$ cat config.mk
export PLATFORM = sky130hd
export DESIGN_NAME = i2c_slave_receiver
export DESIGN_NICKNAME = d
export VERILOG_FILES = /design/src/rtl/i2c_pkg.sv /design/src/rtl/i2c_line_sync.sv /design/src/rtl/i2c_slave_receiver.sv
export SDC_FILE = /design/constraint.sdc
export NUM_CORES = 1
export LEC_CHECK = 0
export CORE_MARGIN = 1
export CORE_UTILIZATION = 40
export CTS_BUF_LIST = sky130_fd_sc_hd__clkbuf_4 sky130_fd_sc_hd__clkbuf_8
export CTS_CLUSTER_DIAMETER = 200
export CTS_CLUSTER_SIZE = 28
export DETAILED_ROUTE_END_ITERATION = 8
export GPL_ROUTABILITY_DRIVEN = 1
export GPL_TIMING_DRIVEN = 0
export PLACE_DENSITY_LB_ADDON = 0.08
export SETUP_SLACK_MARGIN = 0.2
export SYNTH_ARGS = -nofsm -noshare
export SYNTH_HDL_FRONTEND = slang
export SYNTH_SLANG_ARGS = --single-unit
$ cat constraint.sdc
create_clock -name clock -period 2 [get_ports clock]
set_clock_uncertainty 0.05 [all_clocks]
set_input_delay 0.4 -clock clock [delete_from_list [all_inputs] [get_ports clock]]
set_output_delay 0.4 -clock clock [all_outputs]
set_load 0.02 [all_outputs]
$ cat src/rtl/i2c_pkg.sv
// i2c_pkg: shared state encoding and constants for the I2C write-only target.
package i2c_pkg;
    typedef enum logic [2:0] {
        IDLE     = 3'd0,
        ADDR     = 3'd1,
        ADDR_ACK = 3'd2,
        DATA     = 3'd3,
        DATA_ACK = 3'd4,
        IGNORE   = 3'd5
    } i2c_state_e;
    localparam int   I2C_BITS_PER_BYTE = 8;
    localparam logic RW_WRITE          = 1'b0;
endpackage

$ cat src/rtl/i2c_line_sync.sv
// i2c_line_sync: 2-flop synchronizer plus previous-value flop giving one-clock edge pulses.
//   clk_i, rst_i : system clock, async active-high reset
//   line_i       : raw asynchronous bus wire
//   sync_o       : synchronized level
//   rise_o/fall_o: one-clock pulses on synchronized edges
module i2c_line_sync #(
    parameter logic RESET_VAL = 1'b1
) (
    input  logic clk_i,
    input  logic rst_i,
    input  logic line_i,
    output logic sync_o,
    output logic rise_o,
    output logic fall_o
);
    logic meta_q, sync_q, prev_q;
    // Reset to the idle bus level so leaving reset never fakes a bus edge.
    always_ff @(posedge clk_i or posedge rst_i) begin
        if (rst_i) begin
            meta_q <= RESET_VAL;
            sync_q <= RESET_VAL;
            prev_q <= RESET_VAL;
        end else begin
            meta_q <= line_i;
            sync_q <= meta_q;
            prev_q <= sync_q;
        end
    end
    assign sync_o = sync_q;
    assign rise_o = sync_q & ~prev_q;
    assign fall_o = ~sync_q & prev_q;
endmodule

$ cat src/rtl/i2c_slave_receiver.sv
// i2c_slave_receiver: write-only I2C target; ACKs its address and each data byte, emits bytes with a valid pulse.
//   clock, Reset : system clock, async active-high reset
//   SCL, SDA_in  : raw bus wires, sampled as data (SCL is never used as a clock)
//   SDA_oe       : 1 pulls SDA low (open drain)
//   RxData/RxValid: received byte and its one-clock strobe
//   AddrMatch    : address acknowledged, until next START/STOP
//   Busy         : between START and STOP
module i2c_slave_receiver
    import i2c_pkg::*;
#(
    parameter logic [6:0] SLAVE_ADDR = 7'h3C
) (
    input  logic       clock,
    input  logic       Reset,
    input  logic       SCL,
    input  logic       SDA_in,
    output logic       SDA_oe,
    output logic [7:0] RxData,
    output logic       RxValid,
    output logic       AddrMatch,
    output logic       Busy
);
    logic scl_sync, scl_rise, scl_fall;
    logic sda_sync, sda_rise, sda_fall;

    i2c_line_sync u_scl_sync (
        .clk_i (clock),
        .rst_i (Reset),
        .line_i(SCL),
        .sync_o(scl_sync),
        .rise_o(scl_rise),
        .fall_o(scl_fall)
    );

    i2c_line_sync u_sda_sync (
        .clk_i (clock),
        .rst_i (Reset),
        .line_i(SDA_in),
        .sync_o(sda_sync),
        .rise_o(sda_rise),
        .fall_o(sda_fall)
    );

    i2c_state_e state_q, state_d;
    logic [3:0] cnt_q, cnt_d;
    logic [7:0] shift_q, shift_d;
    logic [7:0] rx_data_q, rx_data_d;
    logic       sda_oe_q, sda_oe_d;
    logic       rx_valid_q, rx_valid_d;
    logic       addr_match_q, addr_match_d;
    logic       busy_q, busy_d;

    logic start_det, stop_det, byte_done, addr_ok;
    assign start_det = sda_fall & scl_sync;
    assign stop_det  = sda_rise & scl_sync;
    assign byte_done = cnt_q == 4'(I2C_BITS_PER_BYTE);
    assign addr_ok   = (shift_q[7:1] == SLAVE_ADDR) && (shift_q[0] == RW_WRITE);

    always_ff @(posedge clock or posedge Reset) begin
        if (Reset) begin
            state_q      <= IDLE;
            cnt_q        <= '0;
            shift_q      <= '0;
            rx_data_q    <= '0;
            sda_oe_q     <= 1'b0;
            rx_valid_q   <= 1'b0;
            addr_match_q <= 1'b0;
            busy_q       <= 1'b0;
        end else begin
            state_q      <= state_d;
            cnt_q        <= cnt_d;
            shift_q      <= shift_d;
            rx_data_q    <= rx_data_d;
            sda_oe_q     <= sda_oe_d;
            rx_valid_q   <= rx_valid_d;
            addr_match_q <= addr_match_d;
            busy_q       <= busy_d;
        end
    end

    // START/STOP override any bit activity in the same clock; SDA_oe otherwise
    // only moves on SCL falls, keeping SDA stable while SCL is high.
    always_comb begin
        state_d      = state_q;
        cnt_d        = cnt_q;
        shift_d      = shift_q;
        rx_data_d    = rx_data_q;
        sda_oe_d     = sda_oe_q;
        rx_valid_d   = 1'b0;
        addr_match_d = addr_match_q;
        busy_d       = busy_q;
        if (start_det) begin
            state_d      = ADDR;
            cnt_d        = '0;
            sda_oe_d     = 1'b0;
            busy_d       = 1'b1;
            addr_match_d = 1'b0;
        end else if (stop_det) begin
            state_d      = IDLE;
            cnt_d        = '0;
            sda_oe_d     = 1'b0;
            busy_d       = 1'b0;
            addr_match_d = 1'b0;
        end else begin
            if (scl_rise && (state_q == ADDR || state_q == DATA)) begin
                shift_d = {shift_q[6:0], sda_sync};
                cnt_d   = cnt_q + 4'd1;
            end
            if (scl_fall) begin
                case (state_q)
                    ADDR: begin
                        if (byte_done) begin
                            state_d      = addr_ok ? ADDR_ACK : IGNORE;
                            sda_oe_d     = addr_ok;
                            addr_match_d = addr_ok;
                        end
                    end
                    DATA: begin
                        if (byte_done) begin
                            state_d    = DATA_ACK;
                            rx_data_d  = shift_q;
                            rx_valid_d = 1'b1;
                            sda_oe_d   = 1'b1;
                        end
                    end
                    ADDR_ACK, DATA_ACK: begin
                        state_d  = DATA;
                        sda_oe_d = 1'b0;
                        cnt_d    = '0;
                    end
                    default: ;
                endcase
            end
        end
    end

    assign SDA_oe    = sda_oe_q;
    assign RxData    = rx_data_q;
    assign RxValid   = rx_valid_q;
    assign AddrMatch = addr_match_q;
    assign Busy      = busy_q;
endmodule

==> run metrics <==
status finished clean; Synth Flop Type dfrtp_1; die area ~4100 sq um; leakage between 0.9 and 1 nW; Final Max Slew Viols 0; clk_lat worst skew roughly 0.29 ns; CP endpoint kind flip-flop; RSZ-0062 raised after global routing true; Pwr Density 913 nW/um^2; fin cells ~190; I/O Buffers 15; total wire length around 2800 microns; Core ar. 3690 sq um; largest net degree at the start of global routing 34; Fillers between 300 and 400; post-synth top area share between 40% and 50%; Yosys cell types 41; Synth Register Bits 33; TritonCTS Buffers 5; Ports 16; # diodes 0; worst path arrival time between 1.5 and 2 ns; Ys Warns 0; worst hold margin around 0.3 ns; vias per cell a little under 5; worst slack, placed between 0.009 and 0.01 ns; Tmin final ~1.7 ns; maximum VDD drop roughly 590 uV; Core Rows 22; slowest stage delay, CP a little under 0.6 ns; Synth area leader dfrtp_1; final net count roughly 150; TritonCTS clock tree yes; GPL Wtd Cong 0.813; Mapped Nets ~120; gate count of the mapped netlist 118; initial DRC count 27; met2 Track Usage GR between 20% and 30%; Syn Std Cell Area between 1500 and 2000 sq um; H-tree lvl count 2; wire per inst around 14 microns; startpoint types flip-flop; number of max-cap violations 0; Clk pin slew, worst setup/hold paths around 0.060 ns; crit-path cells xor2_2, nand2_2, nand3_4, mux2_4; design area between 1500 and 2000 sq um; met1 usage roughly a fifth; dpl hpwl between 1500 and 2000 microns; first-pass GRT wire length about 4700 microns; EDFF count, synth 0; asr flop ratio synth 100%; antenna violations before repair 0; Die Span Y between 60 and 70 microns; detailed-route DRC error count 0; vias in the first global route 961; starting density of the core between 40% and 50%; Final Setup Violations 0; CP Max Fanout 6; Final Hold Viols 0; Worst Path Required 2.12 ns; routed vias about 950; Post-DP Area 1750 sq um; Post-DRT Antenna Nets 0; Global Route met3 Usage ~5.4%; GR Overflow Total 0; FMAX roughly 0.6 GHz; critical setup path kind reg2reg; worst hold path class reg2reg; root buffer cell clkbuf_8; share of cells above drive strength 1 around a third; Area Overhead vs Synth 24.8%; clock buffer depth 2; DR pass1 iterations 4; worst-margin pin slew ~0.7 ns; CP max-delay cell dfstp_2; die width approximately 64 microns; Tot GR Track Use about 16%; setup TNS 0 ns; Slew HR a little over half; CTS sink cnt 33; setup ws final 0.294 ns; Avg Synthesized Cell Area between 10 and 15 sq um; Synth area leaders dfrtp_1, dfstp_2, mux2_4; GR peak layer met2; number of instances in the placed design between 150 and 200; Seq/Total Area, Yosys between 50% and 60%; Final period util a little under nine tenths
[flip-flops by register name, summed over array words and instances (netlist names), 3 cells and up]
| register | cells |
|---|---|
| RxData | 8 |
| cnt_q | 4 |
| shift_q | 8 |
| state_q | 3 |
[cell usage in the layout (no fill, tap or decap), types with 2 or more instances in the layout]
cell	n
buf_4	5
clkbuf_8	6
dfstp_2	6
nor2_1	10
xor2_1	3
mux2i_1	2
inv_1	7
mux2_4	8
o21ai_0	2
mux2_2	8
a21oi_1	5
clkdlybuf4s50_1	15
nor4_2	2
o211a_1	2
nand2_1	5
dfrtp_1	27
a31oi_1	2
[cells by family after synthesis]
group	Yosys count	synth area share, %
compound gates	17	7.55
simple gates	32	15.4
flops	33	54.1
buf+inv	11	3.08
xor+xnor	5	3.33
mux	18	14.9
fa+ha+maj	2	1.62
[cells in the mapped netlist (all sizes together) (2+ instances only)]
master,count
ha,2
o21ai,2
nand2,6
o211a,2
buf,2
mux2i,2
nor4,3
nor2,10
dfrtp,27
a21oi,5
a31oi,2
nor3,2
xor2,4
nand2b,2
dfstp,6
inv,8
mux2,16
nand4b,2
[critical path: cells and delay by family (launching register included)]
kind          cells  cell delay (ns)
flops             1             0.59
simple gates      2             0.35
mux               1             0.31
xor+xnor          1             0.29
[routing by layer]
layer / wire length (microns) / vias to the layer above / part of all wire [%]
met2: 1260 / 15 / 45
met3: 93 / 5 / 3.4
met4: 65 / 0 / 2.4
met5: 0 / - / 0
li1: - / 465 / -
met1: 1350 / 466 / 49
[final cells by class]
cell class                 count  area (sq um)  area share, %
timing repair buffer          19           180           9.37
multi-input combinational     75           682           35.5
buffer                         3          17.5          0.911
tap                           48          60.1           3.12
clock inverter                 1          30.0           1.56
clock buffer                   7          90.1           4.68
inverter                       8          30.0           1.56
sequential                    33           833           43.3
[through the flow]
stage	util (%)	total power, mW
floorplan	-	1.02
global placement	47.5	1.07
detailed placement	47.5	1.09
CTS	52.0	1.78
global route	52.1	1.85
finish	52.1	1.76
[where the power goes]
part | switching, mW | internal (mW) | total (mW)
clock network | 0.240 | 0.419 | 0.659
logic | 0.107 | 0.132 | 0.239
registers | 0.0931 | 0.765 | 0.858
total | 0.440 | 1.32 | 1.76
[worst paths after layout]
path | from | endpoint | cells after the start | slack, ns
worst max-delay path | u_sda_sync.sync_o | RxData[0] | 4 | 0.29
worst min-delay path | u_scl_sync.meta_q | u_scl_sync.sync_o | 0 | 0.30
worst max register to register | u_sda_sync.sync_o | RxData[0] | 4 | 0.29
worst min register to register | u_scl_sync.meta_q | u_scl_sync.sync_o | 0 | 0.30
max in group asynchronous | Reset | shift_q[4] | 2 | 0.97
min in group asynchronous | Reset | cnt_q[0] | 2 | 0.49
[timing repair]
| action | 4_1_cts | 5_1_grt |
|---|---|---|
| hold buffers | 0 | 0 |
| gates cloned | 1 | 0 |
| endpoints found under the setup margin | 16 | 9 |
| resized for setup | 2 | 1 |
| buffers inserted | 4 | 0 |
| pin swaps | 3 | 1 |
Power figures use the tool's default switching activity.
==> edit 1, RTL diff (same settings) <==
`shift_q` no longer has a reset.
--- a/src/rtl/i2c_slave_receiver.sv
+++ b/src/rtl/i2c_slave_receiver.sv
@@ -61,5 +61,4 @@
             state_q      <= IDLE;
             cnt_q        <= '0;
-            shift_q      <= '0;
             rx_data_q    <= '0;
             sda_oe_q     <= 1'b0;
@@ -70,5 +69,4 @@
             state_q      <= state_d;
             cnt_q        <= cnt_d;
-            shift_q      <= shift_d;
             rx_data_q    <= rx_data_d;
             sda_oe_q     <= sda_oe_d;
@@ -77,4 +75,8 @@
             busy_q       <= busy_d;
         end
+    end
+
+    always_ff @(posedge clock) begin
+        shift_q <= shift_d;
     end
 
Function: no difference found for any inputs over 10 cycles, from zero or initial values and one cycle with Reset high; that may be too few to reach the edited logic, so the function may still have changed.
==> edit 1 against the unedited design <==
  * Sequential cell count unchanged
  * Clock power is 6.7% lower
  * Critical path depth shrank 3
  * Power down 15%
  * Final area shrank 4.1%
  * Synthesized area decreased by 3.4%
  * Wire length decreased by 8.7%
  * Die area is 3.3% lower
  * Worst setup slack got worse by 0.016 ns
  * Global-route usage fell by 1.4 points
  * Via count fell by 3.9%
  * Sequential share of layout area is 4.0 points higher
  * Critical path type is now reg -> out
  * Largest cell class unchanged
==> edit 1: results (changes against the unedited design) <==
[pwr]
p_leak_nw = 0.7878  ; -12%
power.ir.vdd_worst_v = 0.0005040  ; -15%

[synth]
postSynthNetCount = 116  ; -6.5%
sequential_element_share_of_the_synthesized_area = 0.5866  ; +0.04597
synth-async-reset-ratio = 0.7576  ; -0.2424
synth.lib_cells_used.distinct = 43  ; +4.9%
synth_edf_count = 8  ; +8
ys_top_cells_by_count = sky130_fd_sc_hd__dfrtp_1, sky130_fd_sc_hd__nor2_1, sky130_fd_sc_hd__edfxtp_1, sky130_fd_sc_hd__mux2_4
yosys-top-cells-area = sky130_fd_sc_hd__dfrtp_1, sky130_fd_sc_hd__edfxtp_1, sky130_fd_sc_hd__dfstp_2, sky130_fd_sc_hd__mux2_4, sky130_fd_sc_hd__nor2_1

[worst_setup_path]
critPathMaxStageDelay_ns = 0.61  ; +0.02 ns
worst_path_max_delay_cell = sky130_fd_sc_hd__clkdlybuf4s50_1
worst_ep_arrival_time_ns = 1.27  ; -0.55 ns
worst-path-max-fanout = 3  ; -3
setup.worst_path.start = Busy
reg2reg_setup_slack_ns = 0.28  ; -0.02 ns
path_delay_family = buffers and inverters
regToRegStartpoint = cnt_q[1]

[global_route]
grt_pass1_wl_um = 4402  ; -6.7%
grt_util_all_layers = 0.1483  ; -0.01449
first_global_vias = 946  ; -1.6%
maximum_number_of_pins_on_one_net_before_global_route_repair = 26  ; -24%

[route]
violation_count_after_the_first_detailed_route_iteration = 57  ; +110%
via_count = 914  ; -3.9%
post_detailed_routing_wire_length_um = 2524  ; -8.7%

[layout]
filler_cell_count = 294  ; -16%
final_layout_size_suffix_gt1_frac = 0.2920  ; -0.05049
nNetsFinal = 142  ; -6.0%

[timing]
post-route-worst-setup-slack_ns = 0.2784  ; -0.01579 ns
worstMarginPinSlew_ns = 0.9475  ; +0.2578 ns
worst_hold_slack_ns = 0.3054  ; +0.0004690 ns

[hold_path]
holdCritPathClass = reg -> reg
hold_path_startpoint = u_sda_sync.meta_q

[place]
globalplace.congestion = 0.7936  ; -2.3%
hpwlAfterDp_um = 1758  ; -2.9%
dp_slack_ns = 0.2082  ; +0.1992 ns

[outcome]
outcome = finished, final reports clean

edit 1: power breakdown:
part	internal, mW	switching [mW]
Combinational	0.0627	0.0648
Clock	0.383	0.232
Sequential	0.726	0.0267
Total	1.17	0.323
edit 1: what timing repair did:
| action | 4_1_cts | 5_1_grt |
|---|---|---|
| gates resized for setup | 0 | 3 |
| pin swaps | 0 | 1 |
| cloned | 0 | 0 |
| setup endpoints to repair | 1 | 21 |
| buffers inserted | 1 | 3 |
edit 1: cell type report:
class / count / area share
well taps: 46 / 0.03121
inverters: 5 / 0.01018
clock inverters: 2 / 0.01900
plain buffers: 3 / 0.01289
multi-input cells: 69 / 0.3141
flip-flops and latches: 33 / 0.4735
clock buffers: 6 / 0.04138
repair buffers: 19 / 0.09769
edit 1: final timing paths:
path / end / cells past startpoint
setup reg to reg: RxData[1] / 7
setup / recovery: Busy / 1
hold / removal: u_sda_sync.sync_o / 0
max in group asynchronous: Busy / 2
min in group asynchronous: RxData[1] / 2
hold reg to reg: u_sda_sync.sync_o / 0
edit 1: per-layer routing:
| metal | GRT usage | part of all wire |
|---|---|---|
| met5 | 0 | 0 |
| met1 | 0.1934 | 0.47 |
| met2 | 0.2204 | 0.49 |
| met4 | 0.04942 | 0 |
| met3 | 0.06204 | 0.040 |
edit 1: cells by family (layout without fill, tap and decap cells):
logic type      after synthesis  in the layout  synth area share
simple gates                 37             37            0.1697
flops                        33             33            0.5866
compound gates               17             17           0.08825
mux                           8              8           0.08068
buf+inv                       8             35           0.02856
xor+xnor                      5              5           0.02942
fa+ha+maj                     2              2           0.01680
edit 1: per-stage QoR:
step                      area [µm²]  utilization  instances
after global routing            1844       0.5358        183
final                           1844       0.5358        183
after floorplan                 1489            -        110
after CTS                       1815       0.5274        180
after detailed placement        1697       0.4929        171
after global placement          1697       0.4929        171
==> edit 2, RTL diff (same settings) <==
Without the edit above. `RESET_VAL` of `i2c_line_sync`: 1'b1 -> 1'b0.
--- a/src/rtl/i2c_line_sync.sv
+++ b/src/rtl/i2c_line_sync.sv
@@ -5,5 +5,5 @@
 //   rise_o/fall_o: one-clock pulses on synchronized edges
 module i2c_line_sync #(
-    parameter logic RESET_VAL = 1'b1
+    parameter logic RESET_VAL = 1'b0
 ) (
     input  logic clk_i,
Behaviour: not the same (a bounded check fails within 4 cycles, from zero or initial values and one cycle with Reset high).
==> edit 2 against the unedited design <==
  * Final area rose by 1.5%
  * Sequential cell count stayed put
  * Power rose by 0.30%
  * Via count up 1.9%
  * Synthesized area fell by 0.49%
  * Wire length shrank 4.8%
  * Maximum frequency decreased by 4.8%
  * Worst setup slack worse by 0.085 ns
  * Largest cell class unchanged
==> edit 2: results (changes against the unedited design) <==
[global_route]
first_global_vias = 894  ; -7.0%
grt_util_all_layers = 0.1402  ; -0.02259
groute.layer.met1.usage = 0.1866  ; -0.02625
grt_use_met2 = 0.2021  ; -0.02793
groute.layer.met3.usage = 0.04821  ; -0.005357
grt_pass1_wl_um = 4222  ; -11%

[pwr]
cell_internal_pwr_mw = 1.324  ; +0.58%
power.ir.vdd_worst_v = 0.0006114  ; +3.1%
p_leak_nw = 0.9220  ; +2.4%

[place]
hpwlAfterDp_um = 1692  ; -6.5%
dp_slack_ns = 0.02456  ; +0.01553 ns

[route]
wl_per_cell_um = 13.43  ; -5.7%
vias_per_cell = 4.944  ; +0.85%
met2_length_um = 1231  ; -2.1%
drt-met1-wl_um = 1267  ; -5.9%
violation_count_after_the_first_detailed_route_iteration = 35  ; +30%
met3WireLength_um = 85  ; -8.6%

[synth]
ys_top_cells_by_count = sky130_fd_sc_hd__dfrtp_1, sky130_fd_sc_hd__nor2_1, sky130_fd_sc_hd__inv_1, sky130_fd_sc_hd__mux2_2, sky130_fd_sc_hd__mux2_4
synthXorXnorAreaFrac = 0.03344  ; +0.0001629
sequential_element_share_of_the_synthesized_area = 0.5383  ; -0.002248
yosys-top-cells-area = sky130_fd_sc_hd__dfrtp_1, sky130_fd_sc_hd__mux2_4, sky130_fd_sc_hd__mux2_2, sky130_fd_sc_hd__nor2_1, sky130_fd_sc_hd__inv_1
post_synth_fa_ha_maj_area_fraction = 0.01631  ; +0.00007945
synthesized_area_fraction_occupied_by_ao_oa_aoi_and_oai_cells = 0.07586  ; +0.0003694
synth_top_area_share = 0.5383  ; +0.1000

[timing]
worstMarginPinSlew_ns = 0.6787  ; -0.01096 ns

[layout]
final_layout_size_suffix_gt1_frac = 0.2973  ; -0.04517
layout.non_clock_buffers = 24  ; +9.1%
filler_cell_count = 327  ; -6.0%
seqCellArea_um2 = 825.8  ; -0.90%
non_clock_buffering_overhead = 0.1192  ; +0.01643

[worst_setup_path]
worst_path_max_delay_cell = sky130_fd_sc_hd__dfrtp_1
worst_ep_arrival_time_ns = 1.91  ; +0.09 ns
path_delay_family = simple AND/OR/NAND/NOR gates
critPathMaxStageDelay_ns = 0.40  ; -0.19 ns

[outcome]
outcome = finished, final reports clean

[clock_tree]
cts_resized = 0  ; -2

==> edit 2: cell count changes after synthesis, sizes merged <==
cell	change
dfstp	-6
dfrtp	+6
==> edit 2: path summary, 6_finish.rpt <==
| kind | slack, ns | to | cells after the start | startpoint |
|---|---|---|---|---|
| max | 0.21 | RxData[4] | 6 | cnt_q[1] |
| max in group asynchronous | 1.06 | RxData[4] | 3 | Reset |
| min reg2reg | 0.30 | u_sda_sync.sync_o | 0 | u_sda_sync.meta_q |
| min | 0.30 | u_sda_sync.sync_o | 0 | u_sda_sync.meta_q |
| min in group asynchronous | 0.39 | cnt_q[3] | 2 | Reset |
| max reg2reg | 0.21 | RxData[4] | 6 | cnt_q[1] |
==> edit 2: power groups by stage <==
stage                     logic (mW)  clock network (mW)  registers (mW)
after detailed placement       0.211                   0           0.871
final                          0.258               0.652           0.852
after global routing           0.284               0.699           0.869
after floorplan                0.171                   0           0.846
after global placement         0.203                   0           0.869
after CTS                      0.212               0.669           0.858
